File: src/rtl/mcu_pkg.sv
// mcu_pkg -- definitions shared by the instruction-fetch slice.
//   XLEN              : datapath and address width
//   RESET_PC_DEFAULT  : default byte address of the first fetch after reset
//   INSTR_NOP         : canonical no-op encoding (addi x0, x0, 0)
//   fetch_entry_t     : fetch-queue payload, {pc, instr}
//   pc_next()         : sequential next-PC, wraps modulo 2^XLEN
package mcu_pkg;

    localparam int              XLEN             = 32;
    localparam logic [XLEN-1:0] RESET_PC_DEFAULT = 32'h0000_0000;
    localparam logic [XLEN-1:0] INSTR_NOP        = 32'h0000_0013;

    typedef struct packed {
        logic [XLEN-1:0] pc;
        logic [XLEN-1:0] instr;
    } fetch_entry_t;

    // Plain unsigned add; the carry out of bit XLEN-1 is dropped, so
    // 32'hFFFF_FFFC advances to 32'h0000_0000.
    function automatic logic [XLEN-1:0] pc_next(input logic [XLEN-1:0] pc);
        return pc + XLEN'(4);
    endfunction

endpackage

File: src/rtl/fetch_unit_if.sv
// fetch_unit_if -- valid/ready link from the fetch unit to decode.
//   out_valid : head entry valid (driven by fetch)
//   out_instr : head instruction word (driven by fetch)
//   out_pc    : byte address of out_instr (driven by fetch)
//   out_ready : decode accepts the head this cycle (driven by decode)
// modport master : fetch side; modport slave : decode side.
interface fetch_unit_if;
    import mcu_pkg::*;

    logic            out_valid;
    logic [XLEN-1:0] out_instr;
    logic [XLEN-1:0] out_pc;
    logic            out_ready;

    modport master (
        output out_valid,
        output out_instr,
        output out_pc,
        input  out_ready
    );

    modport slave (
        input  out_valid,
        input  out_instr,
        input  out_pc,
        output out_ready
    );

endinterface

File: src/rtl/fetch_fifo.sv
// fetch_fifo -- small fetch queue holding {pc, instr} entries.
//   clka    : clock, all state on rising edge
//   reset   : synchronous active-high reset, empties queue and clears storage
//   i_push  : enqueue request (accepted when not full, or full with a pop)
//   i_pop   : dequeue request (ignored while empty)
//   i_flush : discard all entries; wins over push and pop
//   i_data  : entry to enqueue
//   o_valid : queue not empty
//   o_full  : queue holds DEPTH entries
//   o_head  : oldest entry
module fetch_fifo
    import mcu_pkg::*;
#(
    parameter int DEPTH = 2
) (
    input  logic         clka,
    input  logic         reset,
    input  logic         i_push,
    input  logic         i_pop,
    input  logic         i_flush,
    input  fetch_entry_t i_data,
    output logic         o_valid,
    output logic         o_full,
    output fetch_entry_t o_head
);

    localparam int PTR_W = (DEPTH > 1) ? $clog2(DEPTH) : 1;
    localparam int CNT_W = $clog2(DEPTH + 1);

    fetch_entry_t     r_mem [DEPTH];
    logic [PTR_W-1:0] r_rd_ptr;
    logic [PTR_W-1:0] r_wr_ptr;
    logic [CNT_W-1:0] r_count;

    logic w_pop;
    logic w_push;

    function automatic logic [PTR_W-1:0] ptr_inc(input logic [PTR_W-1:0] p);
        return (p == PTR_W'(DEPTH - 1)) ? '0 : p + PTR_W'(1);
    endfunction

    assign o_valid = (r_count != '0);
    assign o_full  = (r_count == CNT_W'(DEPTH));
    assign w_pop   = i_pop && o_valid;
    // A full queue still accepts a push when the head leaves in the same cycle.
    assign w_push  = i_push && (!o_full || w_pop);

    // Storage is cleared on reset so the head reads zero while reset is held.
    generate
        for (genvar gi = 0; gi < DEPTH; gi++) begin : g_entry
            always_ff @(posedge clka) begin
                if (reset) begin
                    r_mem[gi] <= '0;
                end else if (w_push && !i_flush && (r_wr_ptr == PTR_W'(gi))) begin
                    r_mem[gi] <= i_data;
                end
            end
        end
    endgenerate

    always_ff @(posedge clka) begin
        if (reset || i_flush) begin
            r_rd_ptr <= '0;
            r_wr_ptr <= '0;
            r_count  <= '0;
        end else begin
            if (w_push) begin
                r_wr_ptr <= ptr_inc(r_wr_ptr);
            end
            if (w_pop) begin
                r_rd_ptr <= ptr_inc(r_rd_ptr);
            end
            case ({w_push, w_pop})
                2'b10:   r_count <= r_count + CNT_W'(1);
                2'b01:   r_count <= r_count - CNT_W'(1);
                default: r_count <= r_count;
            endcase
        end
    end

    assign o_head = r_mem[r_rd_ptr];

endmodule

File: src/rtl/fetch_unit.sv
// fetch_unit -- program counter, instruction-memory addressing and a
// two-entry fetch queue feeding decode.
//   clka           : sole clock
//   reset          : synchronous active-high reset
//   fetch_en       : permits fetching; low freezes PC and enqueue
//   redirect_valid : single-cycle branch/jump redirect
//   redirect_pc    : redirect target byte address
//   imem_a         : instruction-memory byte address (= PC)
//   imem_rd        : instruction word, combinational response to imem_a
//   out_if         : valid/ready link to decode (fetch_unit_if.master)
//   fetch_fault    : sticky misaligned-redirect fault
// Build option: define FETCH_ALIGN_CHECK_EN to enable redirect alignment
// checking. Without it the low two target bits are dropped and
// fetch_fault is held low.
module fetch_unit
    import mcu_pkg::*;
#(
    parameter logic [XLEN-1:0] RESET_PC = RESET_PC_DEFAULT,
    parameter int              FQ_DEPTH = 2
) (
    input  logic            clka,
    input  logic            reset,
    input  logic            fetch_en,
    input  logic            redirect_valid,
    input  logic [XLEN-1:0] redirect_pc,
    output logic [XLEN-1:0] imem_a,
    input  logic [XLEN-1:0] imem_rd,
    fetch_unit_if.master    out_if,
    output logic            fetch_fault
);

    logic [XLEN-1:0] r_pc;

    logic            w_fifo_valid;
    logic            w_fifo_full;
    logic            w_deq;
    logic            w_enq;
    logic            w_fault;
    logic            w_redirect_bad;
    logic [XLEN-1:0] w_redirect_target;
    fetch_entry_t    w_enq_data;
    fetch_entry_t    w_head;

`ifdef FETCH_ALIGN_CHECK_EN
    logic r_fault;

    assign w_redirect_bad    = redirect_valid && (redirect_pc[1:0] != 2'b00);
    assign w_redirect_target = redirect_pc;

    // Once set, the fault holds until reset; the queue may still drain.
    always_ff @(posedge clka) begin
        if (reset) begin
            r_fault <= 1'b0;
        end else if (w_redirect_bad) begin
            r_fault <= 1'b1;
        end
    end

    assign w_fault = r_fault;
`else
    logic w_unused_redirect_lsb;

    assign w_redirect_bad        = 1'b0;
    assign w_redirect_target     = {redirect_pc[XLEN-1:2], 2'b00};
    assign w_unused_redirect_lsb = ^redirect_pc[1:0];
    assign w_fault               = 1'b0;
`endif

    assign fetch_fault = w_fault;
    assign imem_a      = r_pc;

    // The head transfer completes even in a redirect cycle; the flush then
    // drops whatever is left behind it.
    assign w_deq = w_fifo_valid && out_if.out_ready;
    assign w_enq = fetch_en && !redirect_valid && !w_fault && (!w_fifo_full || w_deq);

    assign w_enq_data = '{pc: r_pc, instr: imem_rd};

    // Redirect takes priority over sequential advance. A misaligned target,
    // or any redirect after a fault, leaves the PC frozen.
    always_ff @(posedge clka) begin
        if (reset) begin
            r_pc <= RESET_PC;
        end else if (redirect_valid) begin
            if (!w_redirect_bad && !w_fault) begin
                r_pc <= w_redirect_target;
            end
        end else if (w_enq) begin
            r_pc <= pc_next(r_pc);
        end
    end

    fetch_fifo #(
        .DEPTH (FQ_DEPTH)
    ) u_fifo (
        .clka    (clka),
        .reset   (reset),
        .i_push  (w_enq),
        .i_pop   (w_deq),
        .i_flush (redirect_valid),
        .i_data  (w_enq_data),
        .o_valid (w_fifo_valid),
        .o_full  (w_fifo_full),
        .o_head  (w_head)
    );

    assign out_if.out_valid = w_fifo_valid;
    assign out_if.out_instr = w_head.instr;
    assign out_if.out_pc    = w_head.pc;

endmodule
File: src/flat_wrapper.sv
// flat-port wrapper written by rule: the top's interface ports become plain ports
module fetch_unit_flat import mcu_pkg::*;
#(
    parameter logic [XLEN-1:0] RESET_PC = RESET_PC_DEFAULT,
    parameter int              FQ_DEPTH = 2
)
  (clka, reset, fetch_en, redirect_valid, redirect_pc, imem_a, imem_rd, fetch_fault, out_if_out_valid, out_if_out_instr, out_if_out_pc, out_if_out_ready);
  fetch_unit_if out_if_i ();
  input  logic clka;
  input  logic reset;
  input  logic fetch_en;
  input  logic redirect_valid;
  input  logic [XLEN-1:0] redirect_pc;
  output logic [XLEN-1:0] imem_a;
  input  logic [XLEN-1:0] imem_rd;
  output logic fetch_fault;
  output wire logic [$bits(out_if_i.out_valid)-1:0] out_if_out_valid;
  output wire logic [$bits(out_if_i.out_instr)-1:0] out_if_out_instr;
  output wire logic [$bits(out_if_i.out_pc)-1:0] out_if_out_pc;
  input wire logic [$bits(out_if_i.out_ready)-1:0] out_if_out_ready;
  assign out_if_out_valid = out_if_i.out_valid;
  assign out_if_out_instr = out_if_i.out_instr;
  assign out_if_out_pc = out_if_i.out_pc;
  assign out_if_i.out_ready = out_if_out_ready;
  fetch_unit #(.RESET_PC(RESET_PC), .FQ_DEPTH(FQ_DEPTH)) u_core (.clka(clka), .reset(reset), .fetch_en(fetch_en), .redirect_valid(redirect_valid), .redirect_pc(redirect_pc), .imem_a(imem_a), .imem_rd(imem_rd), .out_if(out_if_i), .fetch_fault(fetch_fault));
endmodule
File: config.mk
export PLATFORM = sky130hd
export DESIGN_NAME = fetch_unit_flat
export DESIGN_NICKNAME = d
export VERILOG_FILES = /design/src/rtl/mcu_pkg.sv /design/src/rtl/fetch_unit_if.sv /design/src/rtl/fetch_fifo.sv /design/src/rtl/fetch_unit.sv /design/src/flat_wrapper.sv
export SDC_FILE = /design/constraint.sdc
export NUM_CORES = 1
export LEC_CHECK = 0
export CAP_MARGIN = 40
export CORE_MARGIN = 2
export CORE_UTILIZATION = 52
export DETAILED_ROUTE_END_ITERATION = 12
export PLACE_DENSITY = 0.81
export SLEW_MARGIN = 5
export SYNTH_ARGS = -nofsm -noshare
export SYNTH_HDL_FRONTEND = slang
export SYNTH_HIERARCHICAL = 1
export SYNTH_SLANG_ARGS = --single-unit
File: constraint.sdc
create_clock -name clka -period 4.09 [get_ports clka]
set_clock_uncertainty 0.2 [all_clocks]
set_input_delay 0.6135 -clock clka [delete_from_list [all_inputs] [get_ports clka]]
set_output_delay 0.6135 -clock clka [all_outputs]
set_load 0.01 [all_outputs]
After elaboration in Yosys (flattened, before gate mapping)

Memories as Yosys holds them, arrays and structs flattened. A register that Yosys moved wholly into a read port is not among the register bits.
Index checks and enable logic that the tools add are counted.

Bits in registers: 36
Word-level logic and storage cells: 51
Memory bits (writable): 128
Memories: 1

Memories:

| memory              | words | width | read ports | clocked after memory_dff | wr ports | RTL line         | text |
|---|---|---|---|---|---|---|---|
| u_core.u_fifo.r_mem | 2     | 64    | 1          | 1                        | 2        | fetch_fifo.sv:30 | `fetch_entry_t r_mem [DEPTH];` |

Mux-type cells: 17
Reductions and logical operators: 17
Eq/ne operators: 3
Bitwise logic cells: 3
Add/subtract/negate cells: 5

Operators by type and width:

| operator                                                           | count |
|---|---|
| 64-bit 2-to-1 mux                                                  | 2 |
| 32-bit 2-to-1 mux                                                  | 2 |
| 32-bit by 3-bit adder with 32-bit output, second input constant    | 1 |
| 1-bit 2-to-1 mux                                                   | 12 |
| 1-bit logical AND                                                  | 8 |
| 2-bit nonzero test                                                 | 3 |
| 2-bit == test, second input constant                               | 2 |
| 2-bit one-hot mux with 2 select lines                              | 1 |
| 1-bit logical OR                                                   | 3 |
| 1-bit adder, second input constant                                 | 2 |
| 2-bit by 1-bit adder with 2-bit output, second input constant      | 1 |
| 2-bit by 1-bit == test with 1-bit output, second input constant    | 1 |
| 1-bit logical NOT                                                  | 2 |
| 1-bit OR                                                           | 2 |
| 2-bit OR reduction                                                 | 1 |
| 2-bit by 1-bit subtractor with 2-bit output, second input constant | 1 |
| 1-bit inverter                                                     | 1 |

Longest topological paths before layout

Depth in word-level cells: 11
Mapped depth: 10
Mapped depth without buffers: 9

Hierarchy

The synthesis kept the hierarchy.

By module, submodules not included:

| module     | times used | cells an instance | area each (um2) |
|---|---|---|---|
| fetch_fifo | 1          | 383               | 5855.6 |
| fetch_unit | 1          | 256               | 2064.5 |

Worst setup path after synthesis

No wires, ideal clock.

Path type: in2reg
Start point: input port redirect_valid
End point: memory u_core/u_fifo/r_mem[0][0] (netlist bit), enable pin
Slack: 0.455 ns
Arrival: 3.014 ns
Stages: 6
Required time: 3.469 ns
Path through: clkbuf_1 -> clkbuf_1 -> nor2_1 -> and3b_4 -> clkbuf_1 -> a21o_1

RTL lines:

| item        | RTL line           | text |
|---|---|---|
| from (decl) | flat_wrapper.sv:12 | `input logic redirect_valid;` |
| to (decl)   | fetch_fifo.sv:30   |  |

==> reports/qor.csv <==
stage;metric;value;unit
run_status;outcome;finished clean;
floorplan;die_w;127.4;um
min_path;hold_path_class;reg -> reg;
place;port_buffers;161;
power_and_ir_drop;p_leak;4.129;nW
route;wl_per_cell;19.49;um
clock_tree;htree_levels;4;
yosys;ys_ff_latch;163;
worst_setup_path;start_kind;flip-flop;
timing;slew_viol_final;0;
timing;worstMarginPinSlew;866.3;ps
place;hpwl;12070;um
timing;min_period;3155;ps
yosys;syn_avg_cell_area;12.39;um^2
worst_setup_path;path_class;reg -> out;
route;m1WireLength;8153;um
layout;antennaDiodeCount;0;
route;met3_length;1259;um
global_route;grt_overflow;0;
yosys;syn_inst;639;
clock_tree;cts_buffers;17;
timing;maxSlewHeadroom;42.11;%
route;wirelength;19060;um
worst_setup_path;path_buf_inv;2;
yosys;synthTopCellsByArea;edfxtp_1 49%, and3_1 11%, mux2_2 9.1%;
route;wl_met2;9381;um
floorplan;io_pins;167;
power_and_ir_drop;p_per_area;404.2;mW/mm^2
layout;area_growth;29.45;%
global_route;antenna_found_initial;0;
layout;multi_input_area;0.003045;mm^2
timing;worst_slack;935.0;ps
place;place.gp.congestion;0.8642;
global_route;grt_pass1_vias;5903;
power_and_ir_drop;ir_drop;277.3;uV
route;drc;0;
clock_tree;clkTransAtPathRegs;60;ps
worst_setup_path;path_max_fanout;43;
yosys;synth_edf_count;128;
global_route;grt_max_degree;79;
floorplan;dieArea;0.01623;mm^2
worst_setup_path;critPathTopFamily;buffers and inverters;
route;ant_nets;0;
yosys;synth_cell_types;59;
layout;fill_cells;1054;
clock_tree;clk_latency;420;ps
worst_setup_path;slowest_stage;dfxtp_2;
layout;layout-drive-gt1-share;15.32;%
yosys;synth_async_sr_flop_share;0;%
clock_tree;cts_setup_buffers;0;
floorplan;core;0.01503;mm^2
timing;setup_viol;0;
place;preCtsSetupSlack;730.1;ps
route;vias;5882;
worst_setup_path;cpPeakStageDelay;690;ps
route;firstDrtPassIters;7;
floorplan;start_util;52.68;%
worst_setup_path;cp.arrival;2340;ps
floorplan;die_height;127.4;um
worst_setup_path;worstPathCellList;buf_12 -> mux2_2 -> clkdlybuf4s50_1;
timing;period_share;77.14;%
worst_setup_path;reg2reg_slack;1190;ps
yosys;yosys.area.top_type_share;48.53;%
yosys;ys_seq_area_share;57.38;%
timing;timing.setup.tns;0;ps
layout;nets;848;
clock_tree;clock-root-buffer;clkbuf_16;
yosys;syn-cell-area;0.007920;mm^2
timing;finalHoldViolations;0;
clock_tree;cts.sinks;163;
timing;fmax;0.3170;GHz
yosys;yosysWarnings;6;
clock_tree;ctsHoldBuffers;0;
timing;rsz0062_at_grt;false;
global_route;grt_use_total;23.21;%
floorplan;rows;45;
clock_tree;post_cts_resized;0;
worst_setup_path;cp-end-kind;output port;
yosys;yosys.area.top_type;edfxtp_1;
global_route;grt_pass1_wl;29540;um
route;highest_layer;met4;
layout;regArea;0.004546;mm^2
route;drt-initial-drc-count;494;
route;vias_per_cell;6.014;
clock_tree;clock_path_buffers;2;
job;drv_cap;0;
worst_setup_path;crit_required;3280;ps
clock_tree;cts_tree;yes;
yosys;synth_top_flop_cell;edfxtp_1;
-- per-layer routing --
layer  track usage (%)  vias to the layer above
li1                  -                     2748
met2             38.63                      258
met5                 0                        -
met3             4.732                       26
met1             30.64                     2850
met4             7.628                        0
-- cells in the final DEF (no fill, tap or decap), types with 3 or more instances in the layout --
cell type          n
clkdlybuf4s50_1  161
and3_1           139
edfxtp_1         128
mux2_2            64
dfxtp_1           34
nor2_1            22
nand3_1           20
clkbuf_16         17
nand4_1           15
nand2_1           13
o31ai_1            9
nor3_1             9
or4_1              8
a311oi_1           8
nor4_1             8
nor2b_1            8
a211oi_1           7
conb_1             7
bufinv_16          6
inv_1              6
and4_1             6
xor2_1             6
buf_4              6
xnor2_1            5
a311o_1            5
and2_1             4
o21ai_0            4
o2111a_1           4
clkinv_4           3
a31oi_1            3
or2_2              3
a2111oi_0          3
buf_12             3
-- synth_stat cells, drive strengths merged, types with 3 or more instances --
master,instances
o2111a,4
xnor2,5
nand3,21
or2,3
nand4,17
xor2,6
nand2,13
o21ai,5
or4,9
and4,6
nor2b,8
a21boi,3
a211oi,7
and3,142
edfxtp,128
clkbuf,30
dfxtp,35
inv,7
buf,27
nor2,23
nor3,9
nor4,8
mux2,64
a31oi,3
a311oi,8
and2,4
a311o,5
a2111oi,4
o31ai,9
-- where the power goes --
part	internal [mW]	total, mW	switching [mW]
clock	1.18	1.81	0.628
combinational	0.219	0.408	0.189
sequential	1.86	1.93	0.0668
total	3.26	4.14	0.884
-- worst reg2reg max path: stages (launching register included) --
cell,delay (ps)
dfxtp_1,450
or2_2,200
a21bo_1,290
nand2_1,170
nor2_1,240
and3_4,420
a21o_2,210
buf_12,320
-- sequential cells by signal, indices dropped and copies added, names as in the netlist, named ones only --
name / cells
u_core/u_fifo/r_mem: 128
u_core/u_fifo/r_wr_ptr: 1
u_core/u_fifo/r_count: 2
u_core/u_fifo/r_rd_ptr: 1
u_core/imem_a: 30
-- final timing paths --
check | start | end | cells after the start
setup / recovery | flip-flop | out_if_out_pc[11] | 3
hold / removal | u_core/u_fifo/r_rd_ptr | u_core/u_fifo/r_rd_ptr | 2
setup reg to reg | u_core/u_fifo/r_count[0] | u_core/u_fifo/r_mem[1][21] | 7
hold reg to reg | u_core/u_fifo/r_rd_ptr | u_core/u_fifo/r_rd_ptr | 2
-- kinds of logic after synthesis --
group / synth area share [%]
AO/OA/AOI/OAI: 6.335
XOR/XNOR: 1.216
buffers and inverters: 4.581
AND/OR/NAND/NOR: 21.03
other: 0.04735
adder cells (fa/ha/maj): 0.3159
flip-flops: 57.38
multiplexers: 9.100
-- through the flow --
step / cell area (um^2) / hold WS, ps / std cells / utilization, % / power, mW
floorplan: 7943 / 289.2 / 645 / - / 2.131
global placement: 9569 / 310.0 / 946 / 63.65 / 2.355
detailed placement: 9569 / 362.0 / 946 / 63.65 / 2.369
CTS: 10250 / 376.1 / 978 / 68.20 / 4.158
global route: 10250 / 421.7 / 978 / 68.20 / 4.269
finish: 10250 / 373.2 / 978 / 68.20 / 4.144
-- layout make-up --
class	instances	area share [%]
flip-flops and latches	163	44.34
multi-input cells	418	29.70
repair buffers	170	16.74
clock buffers	19	4.418
well taps	188	2.294
clock inverters	13	2.246
inverters	7	0.2563
Note: power is estimated with default switching activity, not from simulation.
